[src/rtl/k_sel_vote.sv]
// k-nearest-neighbour selector: keeps the K smallest (distance, class) candidates, then majority-votes the class.
// Optional K_SEL_TIE_NEAREST_EN: count ties go to the class with the nearer member (default: lower class index).
module k_sel_vote #(
   parameter int K       = 5,
   parameter int DIST_W  = 19,
   parameter int CLASS_W = 2
) (
   input  logic               clk,
   input  logic               reset_n,
   input  logic               in_valid,
   output logic               in_ready,
   input  logic [DIST_W-1:0]  dist_a,
   input  logic [DIST_W-1:0]  dist_b,
   input  logic [CLASS_W-1:0] class_a,
   input  logic [CLASS_W-1:0] class_b,
   input  logic               b_en,
   input  logic               in_last,
   output logic               out_valid,
   input  logic               out_ready,
   output logic [CLASS_W-1:0] vote_class,
   output logic [4:0]         vote_count,
   output logic [DIST_W-1:0]  nearest_dist,
   output logic               busy
);
   localparam int NCLASS = 2 ** CLASS_W;

   typedef enum logic [1:0] {COLLECT, VOTE, DONE} state_t;
   state_t state_q, state_d;

   logic [DIST_W-1:0]  dist_q [K];
   logic [DIST_W-1:0]  dist_d [K];
   logic [CLASS_W-1:0] cls_q  [K];
   logic [CLASS_W-1:0] cls_d  [K];
   logic [K-1:0]       occ_q, occ_d;

   logic [CLASS_W-1:0] idx_q, idx_d;
   logic [CLASS_W-1:0] best_class_q, best_class_d;
   logic [4:0]         best_count_q, best_count_d;
   logic [4:0]         best_rank_q, best_rank_d;

   logic [DIST_W-1:0]  m1_dist [K];
   logic [DIST_W-1:0]  m2_dist [K];
   logic [CLASS_W-1:0] m1_cls  [K];
   logic [CLASS_W-1:0] m2_cls  [K];
   logic [K-1:0]       m1_occ, m2_occ, ins_a, ins_b;
   logic               accept, take;
   logic [4:0]         vote_cnt, vote_rank;

   assign accept = in_valid && (state_q == COLLECT);

   // The list stays sorted with occupied entries first, so ins_* is monotonic:
   // the first set bit is the insertion slot and everything after it shifts down by one.
   for (genvar gi = 0; gi < K; gi++) begin : g_ins
      assign ins_a[gi] = !occ_q[gi] || (dist_a < dist_q[gi]);
      assign ins_b[gi] = !m1_occ[gi] || (dist_b < m1_dist[gi]);
      if (gi == 0) begin : g_head
         assign m1_dist[gi] = ins_a[gi] ? dist_a  : dist_q[gi];
         assign m1_cls[gi]  = ins_a[gi] ? class_a : cls_q[gi];
         assign m1_occ[gi]  = ins_a[gi] | occ_q[gi];
         assign m2_dist[gi] = ins_b[gi] ? dist_b  : m1_dist[gi];
         assign m2_cls[gi]  = ins_b[gi] ? class_b : m1_cls[gi];
         assign m2_occ[gi]  = ins_b[gi] | m1_occ[gi];
      end else begin : g_body
         assign m1_dist[gi] = !ins_a[gi] ? dist_q[gi] : (ins_a[gi-1] ? dist_q[gi-1] : dist_a);
         assign m1_cls[gi]  = !ins_a[gi] ? cls_q[gi]  : (ins_a[gi-1] ? cls_q[gi-1]  : class_a);
         assign m1_occ[gi]  = !ins_a[gi] ? occ_q[gi]  : (ins_a[gi-1] ? occ_q[gi-1]  : 1'b1);
         assign m2_dist[gi] = !ins_b[gi] ? m1_dist[gi] : (ins_b[gi-1] ? m1_dist[gi-1] : dist_b);
         assign m2_cls[gi]  = !ins_b[gi] ? m1_cls[gi]  : (ins_b[gi-1] ? m1_cls[gi-1]  : class_b);
         assign m2_occ[gi]  = !ins_b[gi] ? m1_occ[gi]  : (ins_b[gi-1] ? m1_occ[gi-1]  : 1'b1);
      end
   end

   // Count of the class under evaluation and the rank of its nearest member.
   always_comb begin
      vote_cnt  = '0;
      vote_rank = 5'(K);
      for (int i = K - 1; i >= 0; i--) begin
         if (occ_q[i] && (cls_q[i] == idx_q)) begin
            vote_cnt  = vote_cnt + 5'd1;
            vote_rank = 5'(i);
         end
      end
   end

`ifdef K_SEL_TIE_NEAREST_EN
   assign take = (vote_cnt > best_count_q) ||
                 ((vote_cnt == best_count_q) && (vote_cnt != '0) && (vote_rank < best_rank_q));
`else
   assign take = vote_cnt > best_count_q;
`endif

   always_comb begin
      state_d      = state_q;
      dist_d       = dist_q;
      cls_d        = cls_q;
      occ_d        = occ_q;
      idx_d        = idx_q;
      best_class_d = best_class_q;
      best_count_d = best_count_q;
      best_rank_d  = best_rank_q;
      case (state_q)
         COLLECT: begin
            if (accept) begin
               dist_d = b_en ? m2_dist : m1_dist;
               cls_d  = b_en ? m2_cls  : m1_cls;
               occ_d  = b_en ? m2_occ  : m1_occ;
               if (in_last) begin
                  state_d = VOTE;
                  idx_d   = '0;
               end
            end
         end
         VOTE: begin
            if (take) begin
               best_class_d = idx_q;
               best_count_d = vote_cnt;
               best_rank_d  = vote_rank;
            end
            idx_d = idx_q + 1'b1;
            if (idx_q == CLASS_W'(NCLASS - 1)) state_d = DONE;
         end
         DONE: begin
            if (out_ready) begin
               state_d      = COLLECT;
               occ_d        = '0;
               best_class_d = '0;
               best_count_d = '0;
               best_rank_d  = 5'(K);
               for (int i = 0; i < K; i++) begin
                  dist_d[i] = '1;
                  cls_d[i]  = '0;
               end
            end
         end
         default: state_d = COLLECT;
      endcase
   end

   always_ff @(posedge clk or negedge reset_n) begin
      if (!reset_n) begin
         state_q      <= COLLECT;
         occ_q        <= '0;
         idx_q        <= '0;
         best_class_q <= '0;
         best_count_q <= '0;
         best_rank_q  <= 5'(K);
         for (int i = 0; i < K; i++) begin
            dist_q[i] <= '1;
            cls_q[i]  <= '0;
         end
      end else begin
         state_q      <= state_d;
         occ_q        <= occ_d;
         idx_q        <= idx_d;
         best_class_q <= best_class_d;
         best_count_q <= best_count_d;
         best_rank_q  <= best_rank_d;
         for (int i = 0; i < K; i++) begin
            dist_q[i] <= dist_d[i];
            cls_q[i]  <= cls_d[i];
         end
      end
   end

   // Empty entries hold all-ones, so entry 0 is the nearest distance in every case.
   assign nearest_dist = dist_q[0];
   assign in_ready     = (state_q == COLLECT);
   assign busy         = (state_q != COLLECT);
   assign out_valid    = (state_q == DONE);
   assign vote_class   = best_class_q;
   assign vote_count   = best_count_q;
endmodule

[config.mk]
export PLATFORM = sky130hd
export DESIGN_NAME = k_sel_vote
export DESIGN_NICKNAME = d
export VERILOG_FILES = /design/src/rtl/k_sel_vote.sv
export SDC_FILE = /design/constraint.sdc
export NUM_CORES = 1
export LEC_CHECK = 0
export ABC_AREA = 0
export CORE_AREA = 2 2 183 140
export CTS_CLUSTER_DIAMETER = 50
export CTS_CLUSTER_SIZE = 8
export DETAILED_ROUTE_END_ITERATION = 7
export DIE_AREA = 0 0 185 142
export MAX_ROUTING_LAYER = met4
export PLACE_DENSITY = 0.77
export SLEW_MARGIN = 20
export SYNTH_ARGS = -nofsm -noshare
export SYNTH_HDL_FRONTEND = slang
export SYNTH_SLANG_ARGS = --single-unit
[constraint.sdc]
create_clock -name clk -period 8 [get_ports clk]
set_input_delay 1.2 -clock clk [delete_from_list [all_inputs] [get_ports clk]]
set_output_delay 1.2 -clock clk [all_outputs]
set_load 0.005 [all_outputs]
## Word level (Yosys, flattened, before mapping)

Index checks and enable logic that the tools add are counted.

- Register bits after elaboration: 121
- Latch bits: 0
- RAM bits: 0
- Bits in read-only memories: 0
- Bits of input ports: 48
- Output and inout bits: 29
- Logic and storage cells: 162
- Memories kept: 0

- Add/subtract/negate cells: 5
- Multiply operators: 0
- Divide/modulo/power cells: 0
- Order comparisons: 11
- Eq/ne operators: 13
- Shifts and indexed selects: 0
- Muxes and demuxes: 81
- Bitwise operators: 2
- Reductions and logical operators: 35

Operators by type and width:

| kind | count |
|---|---|
| $mux 19 | 18 |
| $mux 95 | 3 |
| $lt 19x19->1 | 10 |
| $pmux 95 s2 | 1 |
| $mux 2 | 25 |
| $mux 5 | 8 |
| $mux 10 | 3 |
| $add 5x1->5 const B | 4 |
| $pmux 10 s2 | 1 |
| $pmux 5 s2 | 2 |
| $mux 1 | 17 |
| $eq 2x2->1 | 5 |
| $logic_not 1->1 | 10 |
| $logic_or 1x1->1 | 10 |
| $reduce_and 3->1 | 3 |
| $pmux 2 s2 | 2 |
| $reduce_bool 2->1 | 4 |
| $logic_and 1x1->1 | 6 |
| $ne 2x1->1 const B | 3 |
| $pmux 2 s3 | 1 |
| $gt 5x5->1 | 1 |
| $eq 2x2->1 const B | 2 |
| $ne 2x2->1 const B | 2 |
| $reduce_and 4->1 | 1 |
| other kinds (4) | 5 |

## Logic depth before layout (Yosys ltp)

- Depth after elaboration: 14
- Gate-level depth with buffers: 26

## Least setup slack after synthesis

OpenSTA, ideal clock, no wires.

- Kind: input port to flip-flop
- Start: in dist_a[14]
- End: reg dist_q[0] in the netlist's numbering
- Library setup time: 0.086 ns
- Data arrival time: 5.574 ns
- Data required time: 7.914 ns
- Slack: 2.340 ns
- Stages on the path: 20
- Path through: ha_1 -> and4_1 -> a311o_1 -> a221oi_2 -> clkbuf_1 -> buf_2 -> mux2i_1 -> nand2_1 -> o21ai_0 -> ha_1 -> a21o_1 -> a221o_1 -> a221o_1 -> a21oi_1 -> nand3_1 -> a2bb2oi_1 -> and2_1 -> nor2_4 -> buf_4 -> a211oi_2

- Word-level cells in the longest chain between the ends: 11

RTL lines:

| element | RTL line | source |
|---|---|---|
| start, declared | 12 | `input logic [DIST_W-1:0] dist_a,` |
| $lt 19x19->1 | 54 | `assign ins_a[gi] = !occ_q[gi] \|\| (dist_a < dist_q[gi]);` |
| $logic_or 1x1->1 | 54 |  |
| $mux 19 / $mux 1 (equally long branches) (2 in series) | 64, 66 |  |
| $lt 19x19->1 / $logic_not 1->1 (equally long branches) | 55 | `assign ins_b[gi] = !m1_occ[gi] \|\| (dist_b < m1_dist[gi]);` |
| $logic_or 1x1->1 | 55 |  |
| $mux 19 (2 in series) | 67 | `assign m2_dist[gi] = !ins_b[gi] ? m1_dist[gi] : (ins_b[gi-1] ? m1_dist[gi-1] : dist_b);` |
| $mux 95 * | 104 | `dist_d = b_en ? m2_dist : m1_dist;` |
| $mux 95 * | 103 | `if (accept) begin` |
| $pmux 95 s2 * | 101 | `case (state_q)` |
| end signal, assigned by index | 159 | `dist_q[i] <= dist_d[i];` |
| end, declared | 30 | `logic [DIST_W-1:0] dist_q [K];` |

Mark *: on every way between the ends. The rest lies on a longest branch, timed or not. The select of a mux whose other input is x is not followed.
A chain may end at the register's enable or synchronous reset.

## Worst setup path after layout

- Start: in dist_a[8]
- End: reg dist_q[17] in the netlist's numbering

Same word-level chain as after synthesis.

==> impl_results.md <==
- Syn_nets: roughly 1800
- FFs w/ async S/R, synth: 100%
- Ratio of cells with drive above 1 in the final layout: 15.8%
- H-tree levels: 4
- Placer's final routability congestion estimate: 1.02
- Clk_skew: about 14 ps
- Setup violations, final: 0
- Root buf cell: clkbuf_16
- Fillers: 2111
- Die area: 0.0263 mm2
- Postcts setup bufs: 0
- Period utilisation layout: 88.1%
- First-pass GRT wire length: approximately 70 mm
- Slew headroom: between 20% and 30%
- Hold WC Path Type: reg -> reg
- Fin Setup TNS: 0 ps
- Core area: 0.0245 mm2
- Number of remaining DRC errors: 0
- Worst setup SP type: input pin
- Post-Syn Area per Cell: 8.36 um2
- Ys flop type: dfstp_2
- Tightest Pin Transition: 1050 ps
- Final net count: 1874
- RSZ-0062 raised after global routing: false
- Worst slack at placement: 601 ps
- Via count: approximately 13000
- Status: finished clean
- Worst-path clk slew: approximately 60 ps
- Die width: 185 um
- Hold Path Depth: 1
- Clock Path Buffers: 2
- Initial DRC Count: 1476
- Worst path required time: 8340 ps
- Worst-Skew Late Latency: 450 ps
- Overall Global Routing Usage: 35.5%
- Mapped Cells: 1595
- Maximum number of pins on one net before global-route repair: 57
- I/O Pins: 77
- TritonCTS buffer count: 17
- Leakage power: roughly 7.6 nW
- Post-route minimum period: between 7000 and 8000 ps
- Power per cell area: between 400 and 500 mW/mm2
- Max Slew Vio Count: 0
- CTS hold repair buffers: 0
- WL per Instance: 22.4 um
- Clk sink count: between 100 and 150
- TritonCTS clock tree: done
- Yosys warns: 0
- Routed WL: 44.6 mm
- I/O Buffers: 76
- CP endpoint kind: register
- Most frequent cells in the layout: ha_1, inv_1, nand2_1
- Vias/cell: 6.48
- Critical path fanouts, max: 44
- Antenna violations before repair: 0
- Syn Std Cell Area: ~0.013 mm2
- Die height: 142 um
- ANT cells: 0
- Starting Density: 54.4%
- Worst setup margin: 955 ps
- Global route overflow: 0
- 1st-pass router iterations: 7
- Vias in the first global route: 12700
- Max-cap violations: 0
- Seq/Total Area, Yosys: a little under a quarter
- Dpl hpwl: 33.2 mm
- Worst VDD drop: 0.315 mV
- Fin. Hold Viols: 0
- Layout area overhead: 13.0%
- Setup CP Type: in -> reg
- Distinct cells, synth: 75
- Most common cell after layout, fill and taps aside: ha_1
- Final ANT Viol Nets: 0
- Post-cts sizing count: 0
- Fmax: 0.142 GHz
- Post-synth EDFFs: 0
- FP Rows: 50
- #FFs+latches synth: 121
- Data arrival time at the worst-slack endpoint: 7390 ps
- Worst reg-to-reg path cell count: 21
-- cells by family after synthesis --
family | share of synthesized area (%)
AOI/OAI and AO/OA | 22.4
adders and majority gates | 17.8
other | 0.0281
buffers and inverters | 8.85
muxes | 12.6
xor gates and xnor gates | 0.985
DFF | 23.6
and+or+nand+nor | 13.7
-- synthesized netlist by cell type (27+ instances only) --
cell / number / area, um2
ha_1: 190 / 2380
a211oi_1: 30 / 225
nor2_1: 107 / 402
mux2_2: 27 / 304
clkbuf_1: 42 / 158
mux2i_1: 112 / 1120
a21oi_1: 135 / 676
dfstp_2: 95 / 2500
o22ai_1: 37 / 231
nand2_1: 148 / 556
o21ai_0: 94 / 470
inv_1: 166 / 623
-- flip-flops by register name (all words and copies together), names as in the netlist --
| name | count |
|---|---|
| cls_q | 10 |
| dist_q | 76 |
| idx_q | 2 |
| nearest_dist | 19 |
| occ_q | 5 |
| state_q | 2 |
| vote_class | 2 |
| vote_count | 5 |
-- layer usage --
metal	track usage (%)	up-vias	wire, um
li1	-	5859	-
met1	46.0	6153	18700
met2	53.6	737	19600
met3	7.88	132	4590
met4	14.8	0	1700
met5	-	-	0
-- metrics by stage --
step	power (mW)	area, um2	util, %	std cells	hold slack (ps)
2_1_floorplan	4.99	13300	-	1595	470
3_3_place_gp	6.19	14400	58.9	1955	496
3_5_place_dp	6.35	14400	58.9	1955	508
4_1_cts	7.25	15100	61.4	1987	515
5_1_grt	7.93	15100	61.5	1987	552
6_report	7.39	15100	61.5	1987	511
-- path summary, 6_finish.rpt --
kind	from	slack (ps)	to
min in group asynchronous	reset_n	810	occ_q[2]
min reg2reg	state_q[1]	510	state_q[0]
min	state_q[1]	510	state_q[0]
max reg2reg	dist_q[71]	1760	dist_q[52]
max	dist_a[8]	960	dist_q[17]
max in group asynchronous	reset_n	6190	dist_q[71]
-- worst max-delay path, stage by stage --
cell,delay [ps]
clkdlybuf4s50_1,660
buf_4,280
ha_1,300
a21oi_1,130
o21ai_0,150
a311o_1,350
a221oi_4,310
buf_4,520
nand2_1,130
o21ai_0,220
ha_1,350
a21oi_1,160
a21oi_1,90
a2111oi_0,860
o211ai_1,220
o21ai_1,190
a211o_1,240
buf_4,270
mux2_2,400
a221oi_1,340
-- power breakdown --
group	switching [mW]	internal, mW
registers	0.311	1.06
logic	3.02	2.16
clock network	0.321	0.525
total	3.65	3.74
-- layout make-up --
cell class                 count  area [um2]  area share (%)
multi-input combinational   1201        9090            60.3
sequential                   121        3150            20.9
timing repair buffer         129        1170            7.75
inverter                     166         623            4.13
clock buffer                  18         439            2.91
tap                          338         423            2.81
clock inverter                14         179            1.19
Power figures use the tool's default switching activity.
